[config.mk]
export PLATFORM = sky130hd
export DESIGN_NAME = image_loader
export DESIGN_NICKNAME = d
export VERILOG_FILES = /design/src/rtl/nn_pkg.sv /design/src/rtl/image_loader.sv
export SDC_FILE = /design/constraint.sdc
export NUM_CORES = 1
export LEC_CHECK = 0
export ABC_AREA = 1
export BUFFER_PORTS_ARGS = -buffer_cell sky130_fd_sc_hd__buf_4
export CAP_MARGIN = 5
export CORE_AREA = 2 2 124 78
export CTS_CLUSTER_DIAMETER = 50
export CTS_CLUSTER_SIZE = 40
export DETAILED_ROUTE_END_ITERATION = 12
export DIE_AREA = 0 0 126 80
export SYNTH_ARGS = -nofsm -noshare
export SYNTH_HDL_FRONTEND = slang
export SYNTH_SLANG_ARGS = --single-unit
[constraint.sdc]
create_clock -name clk -period 1.8 [get_ports clk]
set_clock_uncertainty 0.15 [all_clocks]
set_input_delay 0.09 -clock clk [delete_from_list [all_inputs] [get_ports clk]]
set_output_delay 0.09 -clock clk [all_outputs]
set_load 0.005 [all_outputs]
[src/rtl/nn_pkg.sv]
// Shared definitions for the classifier front end:
// loader state encoding and datapath widths.
package nn_pkg;

    typedef enum logic [2:0] {
        S_IDLE,
        S_LOAD,
        S_FLUSH,
        S_START,
        S_WAIT_NN
    } ld_state_e;

    localparam int NUM_PIXELS_DEF = 784;
    localparam int DATA_W         = 32;
    localparam int ADDR_W         = 16;

endpackage

[src/rtl/image_loader.sv]
// Streams pixel bytes into image memory as fixed-point words, then
// kicks the classifier and latches its result.
module image_loader
    import nn_pkg::*;
#(
    parameter int NUM_PIXELS = NUM_PIXELS_DEF,
    parameter int FRAC_SHIFT = 8
) (
    input  logic              clk,
    input  logic              resetn,
    input  logic              pix_valid,
    input  logic [7:0]        pix_data,
    output logic              pix_ready,
    input  logic              abort,
    output logic [ADDR_W-1:0] img_write_addr,
    output logic [DATA_W-1:0] img_write_data,
    output logic              img_write_enable,
    output logic              nn_start,
    input  logic              nn_done,
    input  logic [3:0]        nn_argmax,
    output logic [3:0]        result,
    output logic              result_valid,
    output logic              busy,
    output logic [7:0]        frame_count
);

    localparam logic [ADDR_W-1:0] LAST_IDX = ADDR_W'(NUM_PIXELS - 1);

    ld_state_e         state_q, state_d;
    logic [ADDR_W-1:0] cnt_q, cnt_d;
    logic [ADDR_W-1:0] waddr_q, waddr_d;
    logic [DATA_W-1:0] wdata_q, wdata_d;
    logic              wen_q, wen_d;
    logic [3:0]        res_q, res_d;
    logic              rv_q, rv_d;
    logic [7:0]        fc_q, fc_d;

    logic              xfer;
    logic [ADDR_W-1:0] idx;
    logic [DATA_W-1:0] pix_word;

    assign pix_ready = ((state_q == S_IDLE) || (state_q == S_LOAD)) && !abort;
    assign xfer      = pix_valid && pix_ready;
    // A transfer in IDLE always opens a new frame at index 0.
    assign idx       = (state_q == S_IDLE) ? '0 : cnt_q;
    assign pix_word  = {{(DATA_W-8){1'b0}}, pix_data} << FRAC_SHIFT;

    always_comb begin
        state_d = state_q;
        cnt_d   = cnt_q;
        waddr_d = waddr_q;
        wdata_d = wdata_q;
        wen_d   = 1'b0;
        res_d   = res_q;
        rv_d    = rv_q;
        fc_d    = fc_q;

        if (xfer) begin
            wen_d   = 1'b1;
            waddr_d = idx;
            wdata_d = pix_word;
            cnt_d   = idx + 1'b1;
        end

        unique case (state_q)
            S_IDLE: begin
                if (xfer) begin
                    rv_d    = 1'b0;
                    state_d = (idx == LAST_IDX) ? S_FLUSH : S_LOAD;
                end
            end
            S_LOAD: begin
                if (abort)
                    state_d = S_IDLE;
                else if (xfer && idx == LAST_IDX)
                    state_d = S_FLUSH;
            end
            S_FLUSH: begin
                state_d = abort ? S_IDLE : S_START;
            end
            S_START: begin
                state_d = S_WAIT_NN;
            end
            S_WAIT_NN: begin
                if (nn_done) begin
                    res_d   = nn_argmax;
                    rv_d    = 1'b1;
                    fc_d    = fc_q + 8'd1;
                    state_d = S_IDLE;
                end
            end
            default: state_d = S_IDLE;
        endcase
    end

    always_ff @(posedge clk or negedge resetn) begin
        if (!resetn) begin
            state_q <= S_IDLE;
            cnt_q   <= '0;
            waddr_q <= '0;
            wdata_q <= '0;
            wen_q   <= 1'b0;
            res_q   <= '0;
            rv_q    <= 1'b0;
            fc_q    <= '0;
        end else begin
            state_q <= state_d;
            cnt_q   <= cnt_d;
            waddr_q <= waddr_d;
            wdata_q <= wdata_d;
            wen_q   <= wen_d;
            res_q   <= res_d;
            rv_q    <= rv_d;
            fc_q    <= fc_d;
        end
    end

    assign img_write_addr   = waddr_q;
    assign img_write_data   = wdata_q;
    assign img_write_enable = wen_q;
    assign nn_start         = (state_q == S_START);
    assign busy             = (state_q != S_IDLE);
    assign result           = res_q;
    assign result_valid     = rv_q;
    assign frame_count      = fc_q;

endmodule

==> flow_summary.html <==
<table>
<tr><th>Metric</th><th>Value</th></tr>
<tr><th colspan="2">Logic synthesis</th></tr>
<tr><td>Post-synthesis sequential area ratio</td><td>48.2%</td></tr>
<tr><td>Adder-cell share of the synthesized area</td><td>0.845%</td></tr>
<tr><td>Largest family of logic cells by synthesized area</td><td>simple AND/OR/NAND/NOR gates</td></tr>
<tr><td>Unique masters post-synth</td><td>35</td></tr>
<tr><td>Area of the mapped netlist</td><td>2960 um2</td></tr>
<tr><td>Fraction of registers with async set/reset</td><td>100%</td></tr>
<tr><td>Synthesized area per cell</td><td>9.00 um2</td></tr>
<tr><td>Xor/xnor cell area share of the yosys netlist</td><td>5.03%</td></tr>
<tr><td>Portion of netlist area occupied by mux cells</td><td>1.90%</td></tr>
<tr><td>Count of state elements after synthesis</td><td>57</td></tr>
<tr><td>Largest area contributor in the netlist</td><td>sky130_fd_sc_hd__dfrtp_1</td></tr>
<tr><td>EDFF count, synth</td><td>0</td></tr>
<tr><td>Yosys warnings</td><td>0</td></tr>
<tr><td>Ys flop type</td><td>sky130_fd_sc_hd__dfrtp_1</td></tr>
<tr><td>Number of instances in the synthesized netlist</td><td>329</td></tr>
<tr><td>Biggest area contributors in the synthesized netlist</td><td>sky130_fd_sc_hd__dfrtp_1 (48%), sky130_fd_sc_hd__nand2_1 (12%), sky130_fd_sc_hd__buf_4 (6.1%), sky130_fd_sc_hd__inv_1 (3.6%), sky130_fd_sc_hd__o21ai_0 (3.2%)</td></tr>
<tr><td>Simple logic cell fraction of the synthesized area</td><td>27.0%</td></tr>
<tr><td>Top-area cell type share of the netlist area</td><td>48.2%</td></tr>
<tr><td>Fraction of the mapped netlist area in compound gates</td><td>4.31%</td></tr>
<tr><th colspan="2">Worst setup path</th></tr>
<tr><td>Critical-path top delay cell</td><td>sky130_fd_sc_hd__dfrtp_1</td></tr>
<tr><td>Path depth of the worst reg2reg path</td><td>11</td></tr>
<tr><td>Crit Path Category</td><td>reg -&gt; reg</td></tr>
<tr><td>Category of the worst setup path capture point</td><td>flop</td></tr>
<tr><td>Delay of the slowest cell on the worst path</td><td>380 ps</td></tr>
<tr><td>Worst reg2reg startpoint</td><td>state_q[2]</td></tr>
<tr><td>WP buf/inv</td><td>1</td></tr>
<tr><td>Worst reg2reg endpoint</td><td>cnt_q[14]</td></tr>
<tr><td>Largest fanout of any net on the critical path</td><td>3</td></tr>
<tr><td>Startpoint type of the worst setup path</td><td>flop</td></tr>
<tr><td>Ordered list of cells on the worst path</td><td>nor2_4, nand2_4, inv_2, nor2_2, ha_2, nand2_2, nand3b_1, nor2_1, nand3_1, nor2_1, xnor2_1</td></tr>
<tr><td>Arrival time worst endpoint</td><td>1940 ps</td></tr>
<tr><td>Data required time at the worst endpoint</td><td>1900 ps</td></tr>
<tr><td>Dominant delay contributor by cell family on the critical path</td><td>simple AND/OR/NAND/NOR gates</td></tr>
<tr><td>R2R Setup Slk</td><td>-40 ps</td></tr>
<tr><td>Crit path top cell by count</td><td>sky130_fd_sc_hd__nor2_1</td></tr>
<tr><th colspan="2">Clock network</th></tr>
<tr><td>Sinks on Clock Net</td><td>57</td></tr>
<tr><td>Clock transition time at the flip-flop clock pins of the worst setup and hold paths</td><td>50 ps</td></tr>
<tr><td>Clock buffers created by TritonCTS</td><td>9</td></tr>
<tr><td>CTS tree</td><td>built</td></tr>
<tr><td>Clock latency on the worst-skew pair</td><td>320 ps</td></tr>
<tr><td>Clock Path Buffers</td><td>2</td></tr>
<tr><td>Root buffer selected by CTS</td><td>sky130_fd_sc_hd__clkbuf_16</td></tr>
<tr><td>Maximum level of the CTS H-tree</td><td>3</td></tr>
<tr><th colspan="2">STA</th></tr>
<tr><td>Top achievable clock speed</td><td>0.544 GHz</td></tr>
<tr><td>Transition time at the pin with the least slew margin</td><td>753 ps</td></tr>
<tr><td>Final number of setup-violating endpoints</td><td>1</td></tr>
<tr><td>Share of the cycle needed by the critical path after routing</td><td>102%</td></tr>
<tr><td>Count of endpoints failing hold in the final timing report</td><td>0</td></tr>
<tr><td>Hold Slack</td><td>114 ps</td></tr>
<tr><td>Headroom to the max-slew limit</td><td>49.8%</td></tr>
<tr><td>RSZ-0062 raised after global routing</td><td>true</td></tr>
<tr><td>Max Slew Vio Count</td><td>0</td></tr>
<tr><td>Min Tclk post-route</td><td>1840 ps</td></tr>
<tr><td>PnR worst setup slack</td><td>-38.2 ps</td></tr>
<tr><th colspan="2">Floorplanning</th></tr>
<tr><td>Core box area</td><td>8920 um2</td></tr>
<tr><td>Die width</td><td>126 um</td></tr>
<tr><td>Row count</td><td>27</td></tr>
<tr><td>Ports placed on the boundary</td><td>82</td></tr>
<tr><td>DIE AREA</td><td>10100 um2</td></tr>
<tr><td>Die Y</td><td>80 um</td></tr>
<tr><td>Effective utilization at floorplan</td><td>33.2%</td></tr>
<tr><th colspan="2">Route</th></tr>
<tr><td>Number of detailed-routing iterations run before antenna repair</td><td>4</td></tr>
<tr><td>DRC violations left</td><td>0</td></tr>
<tr><td>Wire length after detailed routing</td><td>6860 um</td></tr>
<tr><td>Wire length per cell after detailed routing</td><td>12.5 um</td></tr>
<tr><td>DRC marker count from the first detailed-route iteration</td><td>118</td></tr>
<tr><td>Number of antenna-violating nets in the routed design</td><td>0</td></tr>
<tr><td>Total via count in the routed design</td><td>2304</td></tr>
<tr><td>Drt via density</td><td>4.21</td></tr>
<tr><th colspan="2">Finish</th></tr>
<tr><td>Area growth, synth to finish</td><td>36.6%</td></tr>
<tr><td>Antenna diodes</td><td>0</td></tr>
<tr><td>Non-filler cells in the finished layout</td><td>547</td></tr>
<tr><td># nets final</td><td>445</td></tr>
<tr><td>Share of layout cells above drive strength 1</td><td>32.7%</td></tr>
<tr><th colspan="2">Placed design</th></tr>
<tr><td>Placed cell count</td><td>507</td></tr>
<tr><td>Routability cong.</td><td>0.916</td></tr>
<tr><td>IO buf count</td><td>57</td></tr>
<tr><td>Detail Placement HPWL</td><td>4790 um</td></tr>
<tr><th colspan="2">Global routing</th></tr>
<tr><td>Tot GR Track Use</td><td>14.5%</td></tr>
<tr><td>Grt total ovfl</td><td>0</td></tr>
<tr><td>Maximum number of pins on one net before global-route repair</td><td>58</td></tr>
<tr><td>Number of global-route vias before repair</td><td>2164</td></tr>
<tr><td>Antenna violations before repair</td><td>0</td></tr>
<tr><td>Wire length of the first global-routing pass</td><td>11000 um</td></tr>
<tr><th colspan="2">Hold path</th></tr>
<tr><td>Endpoint, Worst Hold</td><td>state_q[1]</td></tr>
<tr><td>Hold Path Depth</td><td>6</td></tr>
<tr><td>Startpoint of the lowest-slack hold path</td><td>abort</td></tr>
<tr><td>Worst Hold Class</td><td>in -&gt; reg</td></tr>
<tr><th colspan="2">Run status</th></tr>
<tr><td>Status</td><td>finished, violations left</td></tr>
<tr><td>Failing checks</td><td>negative setup slack</td></tr>
<tr><th colspan="2">Power</th></tr>
<tr><td>Maximum vdd ir drop</td><td>572 uV</td></tr>
<tr><td>Leak Pwr</td><td>0.00207 uW</td></tr>
<tr><td>Power per cell area</td><td>1200 nW/um2</td></tr>
<tr><th colspan="2">Run</th></tr>
<tr><td>MaxCap Viol Count</td><td>0</td></tr>
</table>
[registers in the layout, indices dropped and copies added, names as in the netlist]
name and flops:
img_write_enable 1, state_q 3, cnt_q 16, result 4
frame_count 8, result_valid 1, img_write_addr 16, img_write_data 8
[kinds of logic after synthesis]
family / Yosys count
xor gates and xnor gates: 17
muxes: 5
DFF: 57
buffers and inverters: 65
AOI/OAI and AO/OA: 24
adders and majority gates: 2
other: 1
and+or+nand+nor: 158
[worst max-delay path by stage]
stage	startpoint	end	cells past startpoint
after floorplan	state_q[1]	cnt_q[12]	13
after CTS	state_q[2]	cnt_q[12]	12
after global routing	state_q[2]	cnt_q[14]	11
final	state_q[2]	cnt_q[14]	11
after global placement	state_q[2]	cnt_q[12]	10
after detailed placement	state_q[2]	state_q[1]	12
[Yosys cell counts, drive strengths merged (2+ instances only)]
library cell	instances
nand2	107
dfrtp	57
inv	32
buf	31
nor2	26
o21ai	20
nand3	12
xnor2	10
xor2	7
mux2	5
nand4	5
nor3	5
nand3b	3
ha	2
[what timing repair did]
| item | in CTS | in global routing |
|---|---|---|
| pin swaps | 0 | 10 |
| resized for setup | 1 | 10 |
| hold buffers | 14 | 0 |
| endpoints found under the hold margin | 72 | 0 |
| buffers inserted | 0 | 10 |
| setup endpoints to repair | 1 | 14 |
[layout make-up]
cell class,instances,area [um2]
Tap cell,116,145
Sequential cell,57,1430
Multi-Input combinational cell,230,1280
Inverter,33,130
Clock buffer,11,243
Fill cell,865,4870
Clock inverter,5,55.1
Timing Repair Buffer,95,761
[routing by layer]
layer  vias up  global-route usage [%]  share of wire, %
met5         -                       0                 0
met4         0                    5.27              0.52
met3         4                    6.23               7.7
met2        68                    19.7                42
met1      1055                    20.2                49
li1       1177                       -                 -
[cell usage in the layout (no fill, tap or decap), drive strengths merged]
master | Yosys | layout
a21oi | 1 | 1
buf | 31 | 81
bufinv | 0 | 1
clkbuf | 1 | 11
clkinv | 1 | 4
clkinvlp | 0 | 2
conb | 1 | 24
dfrtp | 57 | 57
dlygate4sd3 | 0 | 14
ha | 2 | 2
inv | 32 | 31
mux2 | 5 | 5
nand2 | 107 | 107
nand3 | 12 | 12
nand3b | 3 | 3
nand4 | 5 | 5
nor2 | 26 | 26
nor3 | 5 | 5
o211ai | 1 | 1
o21a | 1 | 1
o21ai | 20 | 20
o31ai | 1 | 1
xnor2 | 10 | 10
xor2 | 7 | 7
[worst register-to-register path: stages, from the launching register on]
cell and delay (ps):
sky130_fd_sc_hd__dfrtp_1 380, sky130_fd_sc_hd__nor2_4 70, sky130_fd_sc_hd__nand2_4 90, sky130_fd_sc_hd__inv_2 50, sky130_fd_sc_hd__nor2_2 90, sky130_fd_sc_hd__ha_2 200
sky130_fd_sc_hd__nand2_2 70, sky130_fd_sc_hd__nand3b_1 180, sky130_fd_sc_hd__nor2_1 130, sky130_fd_sc_hd__nand3_1 80, sky130_fd_sc_hd__nor2_1 140, sky130_fd_sc_hd__xnor2_1 120
[power by group]
| group | total [uW] | switching [uW] | leakage [uW] | internal, uW |
|---|---|---|---|---|
| combinational | 1510 | 778 | 0.00116 | 730 |
| clock | 1660 | 561 | 0.000142 | 1100 |
| sequential | 1690 | 173 | 0.000763 | 1520 |
| total | 4860 | 1510 | 0.00207 | 3350 |
[per-stage QoR]
step | total power (uW) | worst slack, ps | util (%) | setup TNS, ps | cell area [um2]
after detailed placement | 3100 | 28.3 | 39.2 | 0 | 3500
after global routing | 5190 | -220 | 45.4 | -1060 | 4050
after floorplan | 2530 | -0.335 | - | -0.335 | 3050
after global placement | 3090 | 54.4 | 39.2 | 0 | 3500
final | 4860 | -38.2 | 45.4 | -38.2 | 4050
after CTS | 4850 | 3.41 | 44.1 | 0 | 3940
Note: power is estimated with default switching activity, not from simulation.
